File: src/rtl/mul_div_unit.sv
// Iterative multiply/divide unit with HI/LO result registers.
// One radix-2 step per cycle: shift-add multiply, restoring divide.
// Signed operations run on magnitudes and fix the signs in a final cycle.
module mul_div_unit #(
  parameter int WIDTH = 32,
  parameter int CW    = $clog2(WIDTH + 1)
) (
  input  logic             clk,
  input  logic             rst_n,
  input  logic             start,
  input  logic [1:0]       op,
  input  logic [WIDTH-1:0] A,
  input  logic [WIDTH-1:0] B,
  input  logic             abort,
  input  logic             hi_we,
  input  logic             lo_we,
  input  logic [WIDTH-1:0] wdata,
  output logic             busy,
  output logic             done,
  output logic [WIDTH-1:0] hi,
  output logic [WIDTH-1:0] lo
);

  typedef enum logic [1:0] {
    S_IDLE = 2'b00,
    S_CALC = 2'b01,
    S_FIX  = 2'b10
  } state_t;

  localparam logic [WIDTH-1:0]   ONE_W  = {{(WIDTH-1){1'b0}}, 1'b1};
  localparam logic [2*WIDTH-1:0] ONE_2W = {{(2*WIDTH-1){1'b0}}, 1'b1};

  // Two's-complement negation of a WIDTH-bit value.
  function automatic logic [WIDTH-1:0] neg_w(input logic [WIDTH-1:0] v);
    neg_w = ~v + ONE_W;
  endfunction

  // Magnitude of a signed WIDTH-bit value (most negative maps to itself).
  function automatic logic [WIDTH-1:0] abs_w(input logic [WIDTH-1:0] v);
    abs_w = v[WIDTH-1] ? neg_w(v) : v;
  endfunction

  state_t           state_q, state_d;
  logic [CW-1:0]    cnt_q, cnt_d;
  logic [WIDTH-1:0] acc_q, acc_d;   // product upper half / partial remainder
  logic [WIDTH-1:0] sh_q, sh_d;     // multiplier bits / dividend-then-quotient bits
  logic [WIDTH-1:0] b_q, b_d;       // multiplicand / divisor magnitude
  logic             is_div_q, is_div_d;
  logic             neg_q_q, neg_q_d;   // negate product (mult) or quotient (div)
  logic             neg_r_q, neg_r_d;   // negate remainder (dividend negative)
  logic             div0_q, div0_d;
  logic [WIDTH-1:0] hi_q, hi_d;
  logic [WIDTH-1:0] lo_q, lo_d;
  logic             busy_q, busy_d;
  logic             done_q, done_d;

  logic             signed_op;
  logic [WIDTH:0]   mul_sum;
  logic [WIDTH:0]   div_trial;
  logic [WIDTH:0]   div_diff;
  logic [2*WIDTH-1:0] prod_raw;
  logic [2*WIDTH-1:0] prod_fix;
  logic [WIDTH-1:0] quo_fix;
  logic [WIDTH-1:0] rem_fix;

  // Datapath arithmetic for one iteration step and for final sign correction.
  always_comb begin
    signed_op = ~op[0];
    mul_sum   = {1'b0, acc_q} + (sh_q[0] ? {1'b0, b_q} : {(WIDTH+1){1'b0}});
    div_trial = {acc_q, sh_q[WIDTH-1]};
    div_diff  = div_trial - {1'b0, b_q};
    prod_raw  = {acc_q, sh_q};
    if (neg_q_q) begin
      prod_fix = ~prod_raw + ONE_2W;
    end else begin
      prod_fix = prod_raw;
    end
    if (div0_q) begin
      quo_fix = {WIDTH{1'b1}};
    end else if (neg_q_q) begin
      quo_fix = neg_w(sh_q);
    end else begin
      quo_fix = sh_q;
    end
    if (neg_r_q) begin
      rem_fix = neg_w(acc_q);
    end else begin
      rem_fix = acc_q;
    end
  end

  // Next-state and register-update logic for the operation FSM and HI/LO.
  always_comb begin
    state_d  = state_q;
    cnt_d    = cnt_q;
    acc_d    = acc_q;
    sh_d     = sh_q;
    b_d      = b_q;
    is_div_d = is_div_q;
    neg_q_d  = neg_q_q;
    neg_r_d  = neg_r_q;
    div0_d   = div0_q;
    hi_d     = hi_q;
    lo_d     = lo_q;
    done_d   = 1'b0;
    case (state_q)
      S_IDLE: begin
        if (start && !abort) begin
          state_d  = S_CALC;
          cnt_d    = CW'(WIDTH);
          acc_d    = {WIDTH{1'b0}};
          sh_d     = signed_op ? abs_w(A) : A;
          b_d      = signed_op ? abs_w(B) : B;
          is_div_d = op[1];
          neg_q_d  = signed_op & (A[WIDTH-1] ^ B[WIDTH-1]);
          neg_r_d  = signed_op & A[WIDTH-1];
          div0_d   = op[1] & (B == {WIDTH{1'b0}});
        end else begin
          // MTHI/MTLO only land when no operation is being launched.
          if (hi_we) begin
            hi_d = wdata;
          end else begin
            hi_d = hi_q;
          end
          if (lo_we) begin
            lo_d = wdata;
          end else begin
            lo_d = lo_q;
          end
        end
      end
      S_CALC: begin
        if (abort) begin
          state_d = S_IDLE;
        end else begin
          if (is_div_q) begin
            // Restoring step: keep the subtraction only if it did not go negative.
            if (!div_diff[WIDTH]) begin
              acc_d = div_diff[WIDTH-1:0];
              sh_d  = {sh_q[WIDTH-2:0], 1'b1};
            end else begin
              acc_d = div_trial[WIDTH-1:0];
              sh_d  = {sh_q[WIDTH-2:0], 1'b0};
            end
          end else begin
            acc_d = mul_sum[WIDTH:1];
            sh_d  = {mul_sum[0], sh_q[WIDTH-1:1]};
          end
          cnt_d = cnt_q - CW'(1);
          if (cnt_q == CW'(1)) begin
            state_d = S_FIX;
          end else begin
            state_d = S_CALC;
          end
        end
      end
      S_FIX: begin
        state_d = S_IDLE;
        if (abort) begin
          done_d = 1'b0;
        end else begin
          done_d = 1'b1;
          if (is_div_q) begin
            hi_d = rem_fix;
            lo_d = quo_fix;
          end else begin
            hi_d = prod_fix[2*WIDTH-1:WIDTH];
            lo_d = prod_fix[WIDTH-1:0];
          end
        end
      end
      default: begin
        state_d = S_IDLE;
      end
    endcase
    busy_d = (state_d != S_IDLE);
  end

  // State and datapath registers with synchronous active-low reset.
  always_ff @(posedge clk) begin
    if (!rst_n) begin
      state_q  <= S_IDLE;
      cnt_q    <= {CW{1'b0}};
      acc_q    <= {WIDTH{1'b0}};
      sh_q     <= {WIDTH{1'b0}};
      b_q      <= {WIDTH{1'b0}};
      is_div_q <= 1'b0;
      neg_q_q  <= 1'b0;
      neg_r_q  <= 1'b0;
      div0_q   <= 1'b0;
      hi_q     <= {WIDTH{1'b0}};
      lo_q     <= {WIDTH{1'b0}};
      busy_q   <= 1'b0;
      done_q   <= 1'b0;
    end else begin
      state_q  <= state_d;
      cnt_q    <= cnt_d;
      acc_q    <= acc_d;
      sh_q     <= sh_d;
      b_q      <= b_d;
      is_div_q <= is_div_d;
      neg_q_q  <= neg_q_d;
      neg_r_q  <= neg_r_d;
      div0_q   <= div0_d;
      hi_q     <= hi_d;
      lo_q     <= lo_d;
      busy_q   <= busy_d;
      done_q   <= done_d;
    end
  end

  assign busy = busy_q;
  assign done = done_q;
  assign hi   = hi_q;
  assign lo   = lo_q;

endmodule

File: config.mk
export PLATFORM = sky130hd
export DESIGN_NAME = mul_div_unit
export DESIGN_NICKNAME = d
export VERILOG_FILES = /design/src/rtl/mul_div_unit.sv
export SDC_FILE = /design/constraint.sdc
export NUM_CORES = 1
export LEC_CHECK = 0
export CORE_ASPECT_RATIO = 0.7
export CORE_UTILIZATION = 30
export DETAILED_ROUTE_END_ITERATION = 12
export PLACE_DENSITY = 0.56
export SYNTH_ARGS = -nofsm -noshare
export SYNTH_HDL_FRONTEND = slang
export SYNTH_SLANG_ARGS = --single-unit
export TNS_END_PERCENT = 30
File: constraint.sdc
create_clock -name clk -period 11 [get_ports clk]
set_clock_uncertainty 0.2 [all_clocks]
set_input_delay 1.65 -clock clk [delete_from_list [all_inputs] [get_ports clk]]
set_output_delay 1.65 -clock clk [all_outputs]
set_load 0.03 [all_outputs]
==> results of run 1 <==
## cell type report
type | count | area, um2 | share of cell area [%]
sequential | 174 | 3485 | 20.52
clock inverter | 15 | 150.1 | 0.8843
tap | 612 | 765.7 | 4.510
timing repair buffer | 191 | 1857 | 10.94
multi-input combinational | 1580 | 10020 | 59.04
clock buffer | 17 | 425.4 | 2.506
inverter | 72 | 271.5 | 1.599
## where the power goes
group | internal [mW] | total (mW) | leakage, nW | switching (mW)
combinational | 0.191 | 0.498 | 4.66 | 0.307
clock | 0.302 | 0.627 | 0.266 | 0.325
sequential | 0.666 | 0.710 | 1.42 | 0.0446
total | 1.16 | 1.83 | 6.35 | 0.677
## registers in the layout (all words and copies together), names as in the netlist
signal and cells:
acc_q 32, done 1, sh_q 32, neg_q_q 1, div0_q 1, cnt_q 6
b_q 32, neg_r_q 1, is_div_q 1, state_q 2, hi 32, lo 32
busy 1
## worst max path at each step
stage / start / end / slack (ns) / depth (start not counted)
6_report: B[0] / b_q[30]$_SDFFE_PN0P_ / 6.17 / 12
5_1_grt: B[1] / b_q[30]$_SDFFE_PN0P_ / 5.82 / 12
4_1_cts: B[1] / b_q[30]$_SDFFE_PN0P_ / 6.18 / 12
3_5_place_dp: B[1] / b_q[30]$_SDFFE_PN0P_ / 5.69 / 12
3_3_place_gp: B[0] / b_q[30]$_SDFFE_PN0P_ / 5.82 / 12
2_1_floorplan: B[0] / b_q[30]$_SDFFE_PN0P_ / 6.68 / 11
## placed cells by master, fill, tap and decap left out, drive strengths merged, types with 8 or more instances in the layout
| master | instances |
|---|---|
| nor2 | 226 |
| a21oi | 201 |
| nand2 | 180 |
| dfxtp | 174 |
| clkdlybuf4s50 | 169 |
| o21ai | 127 |
| xnor2 | 97 |
| inv | 78 |
| a211oi | 70 |
| ha | 70 |
| xor2 | 60 |
| nor3 | 58 |
| mux2i | 42 |
| nand3 | 38 |
| a21o | 33 |
| nor4 | 29 |
| o221ai | 25 |
| or3 | 25 |
| a311oi | 23 |
| buf | 22 |
| o31ai | 21 |
| o211ai | 20 |
| nand2b | 20 |
| clkbuf | 17 |
| nand4 | 16 |
| a31oi | 16 |
| a22oi | 16 |
| nor2b | 15 |
| and2 | 11 |
| o41ai | 11 |
| or4 | 11 |
| and3 | 10 |
| nand3b | 9 |
| o21bai | 8 |
| o31a | 8 |
## worst min-delay path: stages (launching register included)
cell and delay, ns:
dfxtp_1 0.31, nand2_1 0.05, a21oi_1 0.05
## logic make-up after synthesis
group           count (synthesis)  synth area share (%)
flops                         174                 24.32
compound gates                641                 29.00
mux                            44                 3.093
buf+inv                       202                 5.871
fa+ha+maj                      72                 6.395
xor+xnor                      157                 9.602
simple gates                  666                 21.72
## routing by layer
layer	vias to the layer above	share of wire [%]
met1	7401	51
met3	37	10
met2	654	38
met4	0	0.87
li1	7294	-
met5	-	0
==> impl_metrics.csv, run 1 <==
group,metric,value,unit
synthesis,syn_area,14320,um2
detailed_routing,via_per_inst,5.782,
clock_network,clock_latency,0.46,ns
detailed_routing,firstDrtPassIters,7,
global_route,grtUsageTotal,22.68,%
clock_network,ctsHoldBuffers,0,
placed_design,io_buffers,169,
critical_path,max_stage_delay,0.69,ns
synthesis,syn_avg_cell_area,7.322,um2
floorplan,start_util,30.64,%
power_and_ir_drop,vdd_drop_max,103.9,uV
synthesis,ys_top_cells_by_count,"nor2_1, a21oi_1, nand2_1",
critical_path,start_kind,"input pin",
synthesis,synth_cells,1956,
synthesis,synth_edf_count,0,
clock_network,root_buffer,"clkbuf_16",
critical_path,crit_chain,"clkdlybuf4s50_1 > inv_1 > ha_1 > nand2b_1 > nor4b_1 > and3_1 > nand2_1 > or4_1 > o41ai_1 > xnor2_1 > nor2_1 > a211oi_1",
synthesis,synth_top_area_share,24.32,%
global_route,grt.met2_usage,30.36,%
timing,max-slew-margin-rel,26.64,%
final_layout,antennaDiodeCount,0,
floorplan,die_w,263.1,um
clock_network,cts_tree,"built",
global_route,antenna_found_initial,0,
detailed_routing,drtAntennaViolNets,0,
critical_path,path_delay_family,"simple AND/OR/NAND/NOR gates",
timing,tightest_slew,1.099,ns
clock_network,post_cts_buffers,0,
clock_network,cts_buffers,17,
detailed_routing,drc_errors,0,
synthesis,synth_most_common_cell,"nor2_1",
worst_hold_path,min_to,"lo[23]$_SDFFE_PN0P_",
placed_design,placed_area,16400,um2
timing,hold_violations,0,
detailed_routing,routed_wl,56.64,mm
timing,grt_setup_unrepaired,"false",
timing,period_needed,4.829,ns
global_route,grt_pass1_wl,85.28,mm
final_layout,fin_cells,2661,
timing,holdWs,0.2568,ns
synthesis,synth_area_leaders,"dfxtp_1, a21oi_1, ha_1",
final_layout,drive_gt1_share,4.100,%
final_layout,fin_nets,2212,
synthesis,synthFlopType,"dfxtp_1",
power_and_ir_drop,powerDensity,108.1,nW/um2
synthesis,synthArstFlopShare,0,%
placed_design,dp_hpwl,43.74,mm
worst_hold_path,hp-class,"flop to flop",
final_layout,areaGrowthSynthToFinish,18.56,%
global_route,globalRouteOverflowTotal,0,
clock_network,clock_path_buffers,2,
floorplan,dieArea,48630,um2
floorplan,rows,66,
timing,timing.fmax,207.1,MHz
placed_design,gp_routability_congestion,0.9053,
critical_path,rrSetupSlack,6.36,ns
clock_network,clock-sinks,174,
floorplan,die_h,184.8,um
global_route,grt_max_degree,73,
critical_path,crit_slowest_cell,"nor4b_1",
global_route,met3_usage,6.860,%
synthesis,synthesis.nets,2132,
timing,finalSetupViolCount,0,
timing,finalMaxSlewViolations,0,
job,cap_violations,0,
synthesis,yosysUniqueCellTypes,81,
power_and_ir_drop,p_total,1.835,mW
global_route,grt_busiest_layer,"met1",
synthesis,ys_warn_count,0,
critical_path,r2r-end,"acc_q[30]$_SDFFE_PN0P_",
detailed_routing,drtIter0Drc,1699,
detailed_routing,drt-wirelength-per-cell,21.28,um
critical_path,crit_required,11.17,ns
synthesis,yosysSeqAreaShare,24.32,%
detailed_routing,num_vias,15390,
critical_path,r2r-start,"sh_q[0]$_SDFFE_PN0P_",
global_route,grt_pass1_vias,13930,
placed_design,place_inst,2629,
critical_path,crit_type,"input pin to flop",
synthesis,ys_ff_latch,174,
critical_path,worstPathMaxFanout,5,
run_status,status,"completed",
final_layout,stdcell_area,16980,um2
floorplan,core_area,46740,um2
final_layout,final_core_util,36.33,%
global_route,use_met1,34.94,%
timing,postLayoutSetupSlackWorst,6.171,ns
timing,tns,0,ns
power_and_ir_drop,leakagePower,6.347,nW
clock_network,cts_max_level,4,
clock_network,cts_resized,0,
worst_hold_path,min_from,"lo[23]$_SDFFE_PN0P_",
critical_path,arrival,5.00,ns
critical_path,end_kind,"flop",
final_layout,num-fill-cells,5014,
floorplan,pin_count,170,
critical_path,crit_buf_inv,2,
placed_design,pre_cts_ws,5.691,ns
synthesis,synth_largest_area_cell,"dfxtp_1",
worst_hold_path,hold_path_depth,2,
clock_network,path_clk_slew,0.08,ns
timing,final.period_utilization,43.90,%
critical_path,rr_worst_depth,12,
Note: power is estimated with default switching activity, not from simulation.
==> run 2: changes to the inputs <==
Settings changed: PLACE_DENSITY 0.56 to 0.58.
Clock period 11 ns to 4.1 ns, I/O delays scaled along.
==> impl_metrics.csv, run 2 (synthesis gave the netlist of run 1 again) <==
group,metric,value,unit
detailed_routing,firstDrtPassIters,6,
timing,period_needed,3.970,ns
placed_design,pre_cts_ws,0.1696,ns
floorplan,die_h,184.8,um
timing,max-slew-margin-rel,18.32,%
global_route,grt_max_degree,81,
job,cap_violations,0,
detailed_routing,drtAntennaViolNets,0,
critical_path,arrival,4.14,ns
global_route,grt_pass1_vias,13960,
detailed_routing,via_per_inst,5.754,
clock_network,path_clk_slew,0.08,ns
final_layout,final_core_util,37.54,%
placed_design,placed_area,16970,um2
final_layout,num-fill-cells,4910,
power_and_ir_drop,powerDensity,282.3,nW/um2
timing,finalMaxSlewViolations,0,
detailed_routing,drtIter0Drc,1934,
placed_design,gp_routability_congestion,0.9708,
timing,finalSetupViolCount,0,
floorplan,die_w,263.1,um
clock_network,post_cts_buffers,0,
timing,tightest_slew,1.214,ns
floorplan,rows,66,
floorplan,core_area,46740,um2
worst_hold_path,min_from,"lo[4]$_SDFFE_PN0P_",
final_layout,areaGrowthSynthToFinish,22.53,%
clock_network,cts_max_level,4,
clock_network,cts_buffers,17,
global_route,grt_pass1_wl,86.06,mm
critical_path,end_kind,"flop",
detailed_routing,drc_errors,0,
critical_path,crit_required,4.27,ns
final_layout,fin_nets,2284,
floorplan,pin_count,170,
floorplan,start_util,30.64,%
final_layout,final_common_cell,"nor2_1",
worst_hold_path,hp-class,"flop to flop",
critical_path,start_kind,"flop",
timing,grt_setup_unrepaired,"false",
detailed_routing,num_vias,15730,
final_layout,antennaDiodeCount,0,
floorplan,dieArea,48630,um2
clock_network,cts_tree,"built",
clock_network,clock_path_buffers,2,
global_route,globalRouteOverflowTotal,0,
final_layout,stdcell_area,17550,um2
critical_path,crit_start,"sh_q[21]$_SDFFE_PN0P_",
clock_network,clock_latency,0.47,ns
critical_path,r2r-start,"sh_q[21]$_SDFFE_PN0P_",
final_layout,drive_gt1_share,7.308,%
timing,tns,0,ns
placed_design,dp_hpwl,45.17,mm
timing,timing.fmax,251.9,MHz
global_route,antenna_found_initial,0,
detailed_routing,drt-wirelength-per-cell,21.04,um
clock_network,cts_resized,0,
timing,hold_violations,0,
detailed_routing,routed_wl,57.51,mm
placed_design,io_buffers,169,
timing,final.period_utilization,96.83,%
final_layout,layout_common_cells,"nor2_1, a21oi_1, nand2_1",
critical_path,worstPathMaxFanout,11,
critical_path,crit_type,"flop to flop",
clock_network,ctsHoldBuffers,0,
power_and_ir_drop,p_total,4.953,mW
power_and_ir_drop,vdd_drop_max,231.0,uV
clock_network,root_buffer,"clkbuf_16",
clock_network,clock-sinks,174,
power_and_ir_drop,leakagePower,6.732,nW
timing,postLayoutSetupSlackWorst,0.1301,ns
run_status,status,"completed",
global_route,grtUsageTotal,22.99,%
run 2: cell types whose count changed in the layout (fill, tap and decap cells not counted), sizes merged:
| cell | previous run | this run |
|---|---|---|
| clkinvlp | 5 | 2 |
| buf | 22 | 94 |
| clkinv | 4 | 7 |
run 2: routing by layer:
metal | part of all wire (%) | track usage (%) | up-vias | routed length, um
met4 | 0.77 | 3.719 | 0 | 443
met5 | 0 | 0 | - | 0
met1 | 51 | 36.44 | 7541 | 29260
met2 | 38 | 30.59 | 700 | 21890
met3 | 10 | 5.464 | 30 | 5914
li1 | - | - | 7455 | -
run 2: power breakdown:
group | switching [mW] | leakage (nW) | internal [mW]
Clock | 0.867 | 0.276 | 0.810
Sequential | 0.0948 | 1.42 | 1.79
Combinational | 0.858 | 5.03 | 0.538
run 2: final cells by class:
| type | instances | area [um2] | area share (%) |
|---|---|---|---|
| repair buffers | 263 | 2422 | 13.80 |
| clock buffers | 17 | 425.4 | 2.424 |
| inverters | 72 | 271.5 | 1.547 |
| flip-flops and latches | 174 | 3485 | 19.86 |
| well taps | 612 | 765.7 | 4.364 |
| multi-input cells | 1580 | 10030 | 57.14 |
| clock inverters | 15 | 151.4 | 0.8627 |
run 2: worst max-delay path: stages, from the launching register on:
cell and delay [ns]:
dfxtp_1 0.31, or4_1 0.68, nor4_1 0.97, nand3b_1 0.29, o21ai_1 0.42, buf_4 0.25, o21ai_0 0.11, xor2_1 0.22
nand2_1 0.10, a311oi_1 0.30
run 2: worst paths after layout:
check / endpoint / slack, ns / cells past startpoint
setup reg to reg: hi[4]$_SDFFE_PN0P_ / 0.13 / 9
setup / recovery: hi[4]$_SDFFE_PN0P_ / 0.13 / 9
hold reg to reg: lo[4]$_SDFFE_PN0P_ / 0.26 / 2
hold / removal: lo[4]$_SDFFE_PN0P_ / 0.26 / 2
run 2: per-stage QoR:
| step | hold slack (ns) | instances |
|---|---|---|
| after global routing | 0.2733 | 2733 |
| after global placement | 0.2452 | 2701 |
| after CTS | 0.2563 | 2733 |
| after detailed placement | 0.2480 | 2701 |
| final | 0.2592 | 2733 |
| after floorplan | 0.2319 | 1956 |
==> run 3: changes to the inputs <==
Settings changed: CORE_ASPECT_RATIO 0.7 to 0.5, PLACE_DENSITY 0.58 to 0.56.
Clock period 4.1 ns to 4.9 ns, I/O delays scaled along.
==> impl_metrics.csv, run 3 (synthesis gave the netlist of run 1 again) <==
group,metric,value,unit
timing,max-slew-margin-rel,24.71,%
global_route,globalRouteOverflowTotal,0,
placed_design,placed_area,16530,um2
clock_network,clock_latency,0.46,ns
critical_path,r2r-end,"acc_q[26]$_SDFFE_PN0P_",
critical_path,start_kind,"flop",
critical_path,rrSetupSlack,0.82,ns
detailed_routing,drtAntennaViolNets,0,
placed_design,dp_hpwl,39.84,mm
power_and_ir_drop,leakagePower,6.448,nW
floorplan,die_w,311.0,um
clock_network,ctsHoldBuffers,0,
clock_network,root_buffer,"clkbuf_16",
placed_design,gp_routability_congestion,0.9167,
timing,finalSetupViolCount,0,
timing,tns,0,ns
critical_path,arrival,4.27,ns
floorplan,core_area,46950,um2
final_layout,fin_nets,2225,
clock_network,cts_buffers,17,
final_layout,areaGrowthSynthToFinish,19.85,%
power_and_ir_drop,powerDensity,242.7,nW/um2
final_layout,final_common_cell,"nor2_1",
detailed_routing,num_vias,14860,
detailed_routing,drtIter0Drc,1274,
critical_path,crit_type,"flop to flop",
floorplan,die_h,156.5,um
final_layout,fin_cells,2702,
global_route,grt_pass1_wl,80.16,mm
critical_path,worstPathMaxFanout,14,
timing,timing.fmax,245.1,MHz
placed_design,io_buffers,169,
global_route,grtUsageTotal,20.78,%
clock_network,clock_path_buffers,2,
power_and_ir_drop,vdd_drop_max,259.3,uV
floorplan,dieArea,48670,um2
critical_path,endpoint,"acc_q[26]$_SDFFE_PN0P_",
detailed_routing,drc_errors,0,
global_route,antenna_found_initial,2,
detailed_routing,firstDrtPassIters,5,
timing,grt_setup_unrepaired,"false",
detailed_routing,drt-wirelength-per-cell,19.14,um
timing,hold_violations,0,
global_route,grt_max_degree,76,
run_status,status,"completed",
detailed_routing,via_per_inst,5.501,
clock_network,cts_max_level,4,
critical_path,crit_required,5.09,ns
final_layout,final_core_util,36.56,%
job,cap_violations,0,
timing,final.period_utilization,83.26,%
detailed_routing,routed_wl,51.72,mm
timing,period_needed,4.080,ns
global_route,grt_pass1_vias,13830,
final_layout,drive_gt1_share,4.607,%
critical_path,crit_start,"sh_q[31]$_SDFFE_PN0P_",
critical_path,r2r-start,"sh_q[31]$_SDFFE_PN0P_",
timing,holdWs,0.2547,ns
placed_design,place_inst,2668,
floorplan,start_util,30.51,%
final_layout,layout_common_cells,"nor2_1, a21oi_1, nand2_1",
floorplan,pin_count,170,
final_layout,stdcell_area,17160,um2
clock_network,cts_resized,0,
floorplan,rows,56,
worst_hold_path,hp-class,"flop to flop",
clock_network,cts_tree,"built",
clock_network,path_clk_slew,0.07,ns
timing,finalMaxSlewViolations,0,
critical_path,end_kind,"flop",
clock_network,post_cts_buffers,0,
critical_path,rr_worst_depth,14,
timing,tightest_slew,1.129,ns
clock_network,clock-sinks,174,
## run 3: per-stage QoR
step	power, mW	setup WS, ns
floorplan	2.279	1.184
global placement	2.682	0.5846
finish	4.166	0.8204
detailed placement	2.686	0.5290
global route	4.347	0.5030
CTS	4.176	0.8609
## run 3: worst max-delay path: stages, from the launching register on
cell     delay, ns
dfxtp_1       0.41
inv_1         0.15
ha_1          0.25
fa_1          0.38
nor2b_1       0.21
o31a_1        0.20
o21ai_0       0.21
o21ba_2       0.31
or4_1         0.55
a21oi_1       0.17
buf_4         0.18
nor2_2        0.07
buf_4         0.25
a311o_1       0.32
o21ai_0       0.13
## run 3: routing by layer
| metal | wire length [um] | GRT usage, % | vias to the layer above | part of all wire (%) |
|---|---|---|---|---|
| li1 | - | - | 7330 | - |
| met1 | 23550 | 27.69 | 7051 | 46 |
| met2 | 24540 | 35.35 | 426 | 47 |
| met3 | 2734 | 2.942 | 56 | 5.3 |
| met4 | 901 | 5.067 | 0 | 1.7 |
| met5 | 0 | 0 | - | 0 |
## run 3: report_power, final
part / total [mW] / leakage (nW) / internal [mW] / switching, mW
combinational: 1.08 / 4.72 / 0.432 / 0.652
sequential: 1.58 / 1.42 / 1.49 / 0.0848
clock: 1.50 / 0.302 / 0.850 / 0.653
total: 4.17 / 6.45 / 2.78 / 1.39
## run 3: worst min-delay path by stage
stage | startpoint | end | slack (ns) | depth (start not counted)
final | lo[2]$_SDFFE_PN0P_ | lo[2]$_SDFFE_PN0P_ | 0.25 | 2
after CTS | lo[2]$_SDFFE_PN0P_ | lo[2]$_SDFFE_PN0P_ | 0.26 | 2
after global routing | lo[4]$_SDFFE_PN0P_ | lo[4]$_SDFFE_PN0P_ | 0.27 | 2
after floorplan | b_q[21]$_SDFFE_PN0P_ | b_q[21]$_SDFFE_PN0P_ | 0.23 | 2
after detailed placement | lo[2]$_SDFFE_PN0P_ | lo[2]$_SDFFE_PN0P_ | 0.25 | 2
after global placement | b_q[21]$_SDFFE_PN0P_ | b_q[21]$_SDFFE_PN0P_ | 0.24 | 2
## run 3: layout make-up
cell class	instances	area (um2)
Multi-Input combinational cell	1580	10020
Sequential cell	174	3485
Clock buffer	21	470.5
Timing Repair Buffer	204	1954
Clock inverter	11	156.4
Fill cell	4985	29780
Antenna cell	2	5.005
Tap cell	638	798.3
Inverter	72	272.8
